[src/rtl/uart_rx.sv]
// uart_rx: receives frames from a byte-level UART deserializer and checks their CRC.
// Wire format: 0xFE, opt, len, data[0..len-1], crc[31:24], crc[23:16], crc[15:8], crc[7:0].
// The CRC is CRC-32/MPEG-2, computed over opt, len and data.
// Ports:
//   CLK, RST             clock, synchronous active-high reset
//   in_byte, in_valid    byte stream, one-cycle strobe, no backpressure
//   full_data            {opt, len, data}; data byte 0 just below len; unused bytes 0
//   out_valid, out_ready output frame handshake
//   err_valid, err_code  one-cycle error pulse; code 1=crc 2=len 3=timeout 4=overrun (held)
module uart_rx #(
  parameter int unsigned FULL_DATA_SIZE = 40,
  parameter int unsigned BYTE_SIZE      = 8,
  parameter int unsigned TIMEOUT_CYCLES = 10000
) (
  input  logic                      CLK,
  input  logic                      RST,
  input  logic [BYTE_SIZE-1:0]      in_byte,
  input  logic                      in_valid,
  output logic [FULL_DATA_SIZE-1:0] full_data,
  output logic                      out_valid,
  input  logic                      out_ready,
  output logic                      err_valid,
  output logic [2:0]                err_code
);

  localparam int unsigned MAX_LEN  = (FULL_DATA_SIZE - 2*BYTE_SIZE) / BYTE_SIZE;
  localparam int unsigned IDX_W    = (MAX_LEN > 1) ? $clog2(MAX_LEN) : 1;
  localparam int unsigned TCNT_W   = $clog2(TIMEOUT_CYCLES + 1);
  localparam logic [31:0] CRC_POLY = 32'h04C11DB7;
  localparam logic [31:0] CRC_INIT = 32'hFFFF_FFFF;
  localparam logic [BYTE_SIZE-1:0] START_BYTE = BYTE_SIZE'(8'hFE);
  localparam logic [2:0] ERR_CRC     = 3'd1;
  localparam logic [2:0] ERR_LEN     = 3'd2;
  localparam logic [2:0] ERR_TIMEOUT = 3'd3;
  localparam logic [2:0] ERR_OVERRUN = 3'd4;

  typedef enum logic [2:0] {ST_IDLE, ST_OPT, ST_LEN, ST_DATA, ST_CRC} state_t;

  state_t                    state_q, state_d;
  logic [FULL_DATA_SIZE-1:0] asm_q;
  logic [BYTE_SIZE-1:0]      len_q;
  logic [IDX_W-1:0]          idx_q;
  logic [1:0]                crc_cnt_q;
  logic [31:0]               crc_q;
  logic [31:0]               rx_crc_q;
  logic [TCNT_W-1:0]         tcnt_q;
  logic                      chk_pend_q;

  logic crc_init, crc_upd, clr_asm, opt_ld, len_ld, data_ld, rx_shift, chk_start;
  logic len_err, timeout;

  // One byte of MSB-first CRC-32/MPEG-2, unrolled over the byte's bits.
  function automatic logic [31:0] crc_step(input logic [31:0] c, input logic [BYTE_SIZE-1:0] b);
    logic [31:0] r;
    r = c;
    for (int i = BYTE_SIZE - 1; i >= 0; i--) begin
      if (r[31] ^ b[i]) r = {r[30:0], 1'b0} ^ CRC_POLY;
      else              r = {r[30:0], 1'b0};
    end
    return r;
  endfunction

  // State register.
  always_ff @(posedge CLK) begin
    if (RST) state_q <= ST_IDLE;
    else     state_q <= state_d;
  end

  // Next-state and datapath strobes.
  always_comb begin
    state_d   = state_q;
    crc_init  = 1'b0;
    crc_upd   = 1'b0;
    clr_asm   = 1'b0;
    opt_ld    = 1'b0;
    len_ld    = 1'b0;
    data_ld   = 1'b0;
    rx_shift  = 1'b0;
    chk_start = 1'b0;
    len_err   = 1'b0;
    timeout   = (state_q != ST_IDLE) && !in_valid && (tcnt_q == TCNT_W'(TIMEOUT_CYCLES - 1));
    if (timeout) begin
      state_d = ST_IDLE;
    end else if (in_valid) begin
      case (state_q)
        ST_IDLE: begin
          if (in_byte == START_BYTE) begin
            state_d  = ST_OPT;
            crc_init = 1'b1;
            clr_asm  = 1'b1;
          end
        end
        ST_OPT: begin
          opt_ld  = 1'b1;
          crc_upd = 1'b1;
          state_d = ST_LEN;
        end
        ST_LEN: begin
          len_ld  = 1'b1;
          crc_upd = 1'b1;
          if (in_byte > BYTE_SIZE'(MAX_LEN)) begin
            len_err = 1'b1;
            state_d = ST_IDLE;
          end else if (in_byte == '0) begin
            state_d = ST_CRC;
          end else begin
            state_d = ST_DATA;
          end
        end
        ST_DATA: begin
          data_ld = 1'b1;
          crc_upd = 1'b1;
          if (BYTE_SIZE'(idx_q) == len_q - BYTE_SIZE'(1)) state_d = ST_CRC;
        end
        ST_CRC: begin
          rx_shift = 1'b1;
          if (crc_cnt_q == 2'd3) begin
            chk_start = 1'b1;
            state_d   = ST_IDLE;
          end
        end
        default: state_d = ST_IDLE;
      endcase
    end
  end

  // Frame assembly, CRC and inter-byte timer.
  always_ff @(posedge CLK) begin
    if (RST) begin
      asm_q      <= '0;
      len_q      <= '0;
      idx_q      <= '0;
      crc_cnt_q  <= '0;
      crc_q      <= '0;
      rx_crc_q   <= '0;
      tcnt_q     <= '0;
      chk_pend_q <= 1'b0;
    end else begin
      chk_pend_q <= chk_start;
      if (in_valid || state_q == ST_IDLE) tcnt_q <= '0;
      else                                tcnt_q <= tcnt_q + TCNT_W'(1);
      if (crc_init)     crc_q <= CRC_INIT;
      else if (crc_upd) crc_q <= crc_step(crc_q, in_byte);
      if (clr_asm) begin
        asm_q     <= '0;
        crc_cnt_q <= '0;
      end
      if (opt_ld) asm_q[FULL_DATA_SIZE-1 -: BYTE_SIZE] <= in_byte;
      if (len_ld) begin
        asm_q[FULL_DATA_SIZE-BYTE_SIZE-1 -: BYTE_SIZE] <= in_byte;
        len_q <= in_byte;
        idx_q <= '0;
      end
      if (data_ld) begin
        for (int i = 0; i < int'(MAX_LEN); i++) begin
          if (idx_q == IDX_W'(i))
            asm_q[FULL_DATA_SIZE-2*BYTE_SIZE-1-BYTE_SIZE*i -: BYTE_SIZE] <= in_byte;
        end
        idx_q <= idx_q + IDX_W'(1);
      end
      if (rx_shift) begin
        rx_crc_q  <= {rx_crc_q[31-BYTE_SIZE:0], in_byte};
        crc_cnt_q <= crc_cnt_q + 2'd1;
      end
    end
  end

  // Output register, handshake and error reporting; completion runs the cycle after the last CRC byte.
  always_ff @(posedge CLK) begin
    if (RST) begin
      full_data <= '0;
      out_valid <= 1'b0;
      err_valid <= 1'b0;
      err_code  <= '0;
    end else begin
      err_valid <= 1'b0;
      if (out_valid && out_ready) out_valid <= 1'b0;
      if (len_err) begin
        err_valid <= 1'b1;
        err_code  <= ERR_LEN;
      end else if (timeout) begin
        err_valid <= 1'b1;
        err_code  <= ERR_TIMEOUT;
      end else if (chk_pend_q) begin
        if (rx_crc_q != crc_q) begin
          err_valid <= 1'b1;
          err_code  <= ERR_CRC;
        end else if (out_valid && !out_ready) begin
          err_valid <= 1'b1;
          err_code  <= ERR_OVERRUN;
        end else begin
          full_data <= asm_q;
          out_valid <= 1'b1;
        end
      end
    end
  end

endmodule

[config.mk]
export PLATFORM = sky130hd
export DESIGN_NAME = uart_rx
export DESIGN_NICKNAME = d
export VERILOG_FILES = /design/src/rtl/uart_rx.sv
export SDC_FILE = /design/constraint.sdc
export NUM_CORES = 1
export LEC_CHECK = 0
export BUFFER_PORTS_ARGS = -buffer_cell sky130_fd_sc_hd__buf_2
export CAP_MARGIN = 40
export CORE_MARGIN = 1
export CORE_UTILIZATION = 60
export CTS_CLUSTER_DIAMETER = 100
export DETAILED_ROUTE_END_ITERATION = 8
export GPL_ROUTABILITY_DRIVEN = 1
export PLACE_DENSITY_LB_ADDON = 0.15
export SYNTH_ARGS = -nofsm -noshare
export SYNTH_HDL_FRONTEND = slang
export SYNTH_SLANG_ARGS = --single-unit
[constraint.sdc]
create_clock -name CLK -period 3.05 [get_ports CLK]
set_clock_uncertainty 0.1 [all_clocks]
set_input_delay 0.305 -clock CLK [delete_from_list [all_inputs] [get_ports CLK]]
set_output_delay 0.305 -clock CLK [all_outputs]
set_load 0.02 [all_outputs]
---- After elaboration in Yosys (flattened, before gate mapping) ----
Cells that the tools add are included.
word-level totals
  output and inout port bits .............. 45
  input bits .............................. 12
  logic and storage cells ................. 178
  register bits ........................... 179
operators by class
  magnitude comparators ................... 1
  add/subtract/negate cells ............... 4
  muxes and demuxes ....................... 88
  eq/ne operators ......................... 14
  reduce and logical (&&, ||, !) cells .... 32
  bitwise operators ....................... 22
operator list
  cell                     count
  $mux W32                 23
  $mux W27                 8
  $not A14 Y14             8
  $mux W40                 1
  $mux W8                  5
  $mux W1                  35
  $ne A32 B32 Y1           1
  $mux W24                 1
  $mux W3                  7
  $pmux W3 S5              1
  $add A14 B1 Y14 const B  1
  $eq A14 B14 Y1 const B   1
  $mux W2                  7
  $reduce_bool A2 Y1       7
  $reduce_bool A3 Y1       3
  $eq A2 B8 Y1             1
  $eq A8 B8 Y1 const B     1
  $gt A8 B2 Y1 const B     1
  $logic_not A8 Y1         1
  $sub A8 B1 Y8 const B    1
  $xor A1 B1 Y1            8
  $eq A3 B2 Y1 const B     2
  $ne A2 B2 Y1 const B     3
  $not A1 Y1               6
  other kinds (17)         28

---- Logic depth before layout (Yosys ltp) ----
  word-level depth ........................ 42
  depth in mapped cells ................... 8

---- Worst setup path after synthesis ----
Ideal clock, no wire load.
  path kind ............................... in2reg
  start ................................... in in_byte[4]
  end ..................................... reg full_data[0]
  data arrival time ....................... 2.188 ns
  cell stages on the path ................. 7
  slack ................................... 0.691 ns
  cells stage by stage .................... buf_2 -> or4_4 -> o31a_1 -> o21ba_4 -> nor4b_4 -> buf_6 -> mux2i_1
between the ends
  word-level cells in the longest chain between the ends .. 7
RTL lines
  element                      RTL line  RTL
  start: declaration           17        input logic [BYTE_SIZE-1:0] in_byte,
  $gt A8 B2 Y1                 101       if (in_byte > BYTE_SIZE'(MAX_LEN)) begin
  $mux W1                      101
  $mux W1                      85        case (state_q)
  $mux W1                      84        end else if (in_valid) begin
  $mux W1                      82        if (timeout) begin
  $not A1 Y1 (no line)         n/a
  $reduce_and A5 Y1 (no line)  n/a
  end signal: assignment       192       full_data <= asm_q;
  end: declaration             19        output logic [FULL_DATA_SIZE-1:0] full_data,
No other way between the ends.
A chain may end at the register's enable or synchronous reset.

---- Final worst setup path ----
  start ................................... reg rx_crc_q[3]
  end ..................................... reg full_data[13]
between the ends
  word-level cells in the longest chain between the ends .. 3
RTL lines
  element                      RTL line  RTL
  start: declaration           45        logic [31:0] rx_crc_q;
  start signal: assignment     162       rx_crc_q <= {rx_crc_q[31-BYTE_SIZE:0], in_byte};
  $ne A32 B32 Y1               185       if (rx_crc_q != crc_q) begin
  $not A1 Y1 (no line)         n/a
  $reduce_and A5 Y1 (no line)  n/a
No other way between the ends.

==> impl_results.md <==
- Status: completed
- Rel. slew slack: 48.0%
- Hold Crit Class: input port to register
- Antenna cells: 0
- Sequential area share after synthesis: a little under half
- CTS tree: built
- Rows: 41
- Syn Nets: about 900
- Met1 usage: 37.6%
- Critical Path AT: 2750 ps
- Max_cap viols: 0
- Clock Sinks: 179
- Worst slew pin tran: roughly 780 ps
- Unique cell type count in the Yosys netlist: 51
- Top cells by area, synth: dfxtp_1 (46%), nand2_1 (9.0%), xor2_1 (6.2%), xnor2_1 (5.8%), a21oi_1 (5.5%)
- DRC: 0
- Yosys warnings: 0
- CTS Buf Count: 17
- Final Setup Violations: 0
- Root Buffer: clkbuf_16
- Min Tclk post-route: between 2000 and 2500 ps
- Average cell area after synthesis: slightly below 9 um^2
- Cell count after synthesis: 885
- Via density: 5.73
- Slowest cell on crit path: nor4_1
- RSZ-0062 raised after global routing: no
- Critical Path RT: 3300 ps
- Clock tree buffer depth: 2
- H-tree Lvls: 4
- Die Wd: around 120 um
- Die Span Y: ~120 um
- Busiest grt layer: met2
- Core Util, Final: 69.4%
- Gr ovfl total: 0
- Nature of the critical path startpoint: register
- Synth top cells by count: nand2_1 (187), dfxtp_1 (179), a21oi_1 (86), nor2_1 (56), xor2_1 (55)
- Die area: between 10000 and 15000 um^2
- Initial Util: between 60% and 70%
- Critical path class: register to register
- Largest delay share family, worst path: simple AND/OR/NAND/NOR gates
- CP Cell Sequence: xor2_1 > nor4_1 > nand4_1 > nor4b_4 > buf_12 > mux2i_1
- Cell taking the most area after synthesis: dfxtp_1
- Crit. End Element: register
- Mapped Area: about 7800 um^2
- GRT Overall Usage: ~29%
- CP max stage delay: around 470 ps
- Routed Antenna Nets: 0
- Synth top area share: between 40% and 50%
- Synthesized flop and latch total: ~180
- Top_reg_cell synth: dfxtp_1
- Antenna violations before repair: 0
- # IOs: 57
- First-pass DRT Iterations: 7
- Top-count cell post-synth: nand2_1
- Dpl hpwl: approximately 12 mm
- P per Cell Area: 559 nW/um^2
- Number of global-route vias before repair: between 5000 and 6000
- Area Growth Syn to Fin: 12.6%
- Leak: roughly 3.3 nW
- Async SR Flop Fraction: 0%
- Final wirelength: between 15 and 20 mm
- Nets: between 900 and 1000
- Postcts setup bufs: 0
- Number of synthesized flops with an enable pin: 0
- Reg clk slew, reported paths: 70 ps
- Final weighted congestion in routability-driven placement: around 0.93
- Quantity of hold-fixing buffers added after cts: 0
- Worst-path maximum fanout: 40
- DRT iter0 DRCs: approximately 570
- Avg WL per Cell: between 15 and 20 um
- Via count: around 6300
- Filler cells: about 1000
- First-pass GRT wire length: ~30 mm
- Fin crit share: 81.9%
- Met3 Resource Use GR: 6.49%
- CP Buf/Inv Count: 1
- Core outline area: approximately 13000 um^2
- Worst VDD drop: ~380 uV
- Setup total negative slack: 0 ps
- PostCTS Resize Cnt: 0
- Port Buffers: 56
- FMAX: ~400 MHz
- Share of post-route cells with drive strength above 1: around 13%
- Slew Limit Fails: 0
- Largest net degree at the start of global routing: 66
- Clock network latency to the later pin of the worst-skew pair: roughly 430 ps
- Met2 Use GR: 46.4%
- Final Hold Fails: 0
[per-stage QoR]
step / instance area (um^2) / setup slack (ps) / hold WS [ps] / power (mW) / cells
floorplan: 7810 / 691 / 330 / 2.61 / 885
global placement: 8140 / 512 / 337 / 2.67 / 1066
detailed placement: 8170 / 436 / 346 / 2.68 / 1068
CTS: 8790 / 547 / 101 / 4.93 / 1100
global route: 8790 / 421 / 120 / 5.06 / 1100
finish: 8790 / 552 / 114 / 4.91 / 1100
[state kept, by name, summed over array words and instances, names as in the netlist, 3 cells and up]
register / flops
rx_crc_q: 32
err_code: 3
crc_q: 32
len_q: 8
asm_q: 40
state_q: 3
full_data: 40
tcnt_q: 14
[layout by cell type, fill, tap and decap left out, types with 3 or more instances in the layout]
master / count
nand2_1: 187
buf_4: 10
nand3_1: 20
nand2b_1: 3
xor2_1: 55
and3_1: 10
mux2i_1: 40
nor3_1: 4
dfxtp_1: 179
a22oi_1: 24
nor4_1: 11
xnor2_1: 52
o21ai_0: 22
clkinvlp_4: 3
clkbuf_8: 3
bufinv_16: 3
inv_1: 8
nand4_1: 8
xnor2_2: 5
inv_6: 3
buf_2: 56
ha_1: 6
a21oi_1: 86
clkbuf_16: 17
o21ai_1: 4
o221a_2: 8
nor2_1: 56
a211oi_1: 4
[cells by family after synthesis]
family	share of synthesized area, %
multiplexers	5.13
buffers and inverters	3.72
AO/OA/AOI/OAI	12.9
adder cells (fa/ha/maj)	0.962
flip-flops	45.9
XOR/XNOR	13.8
AND/OR/NAND/NOR	17.6
[path summary, 6_finish.rpt]
path                               from                          to  slack [ps]  cells past startpoint
max            rx_crc_q[3]$_SDFFE_PP0P_  full_data[13]$_SDFFE_PP0P_         550                      6
min                          in_byte[3]    rx_crc_q[3]$_SDFFE_PP0P_         110                      3
max reg2reg    rx_crc_q[3]$_SDFFE_PP0P_  full_data[13]$_SDFFE_PP0P_         550                      6
min reg2reg  full_data[24]$_SDFFE_PP0P_  full_data[24]$_SDFFE_PP0P_         350                      2
[metal layers]
metal / wire length, um / up-vias
li1: - / 3064
met1: 8020 / 2993
met2: 8530 / 212
met3: 1150 / 35
met4: 420 / 0
met5: 0 / -
[final cells by class]
type                            count  area, um^2  area share, %
Tap cell                          172         215           2.45
Inverter                            9        33.8          0.384
Sequential cell                   179        3580           40.8
Clock buffer                       21         470           5.35
Multi-Input combinational cell    640        3940           44.8
Timing Repair Buffer               68         403           4.58
Clock inverter                     11         149           1.69
[power breakdown]
group          internal [mW]  leakage [nW]  switching (mW)
sequential              2.34          1.44         0.00394
clock                   1.36         0.296           0.925
combinational          0.106          1.59           0.178
[worst min-delay path: cells and delay by family]
kind / cells / cell delay [ps]
AOI/OAI and AO/OA: 1 / 50
and+or+nand+nor: 1 / 70
buffers and inverters: 1 / 160
Note: power is estimated with default switching activity, not from simulation.
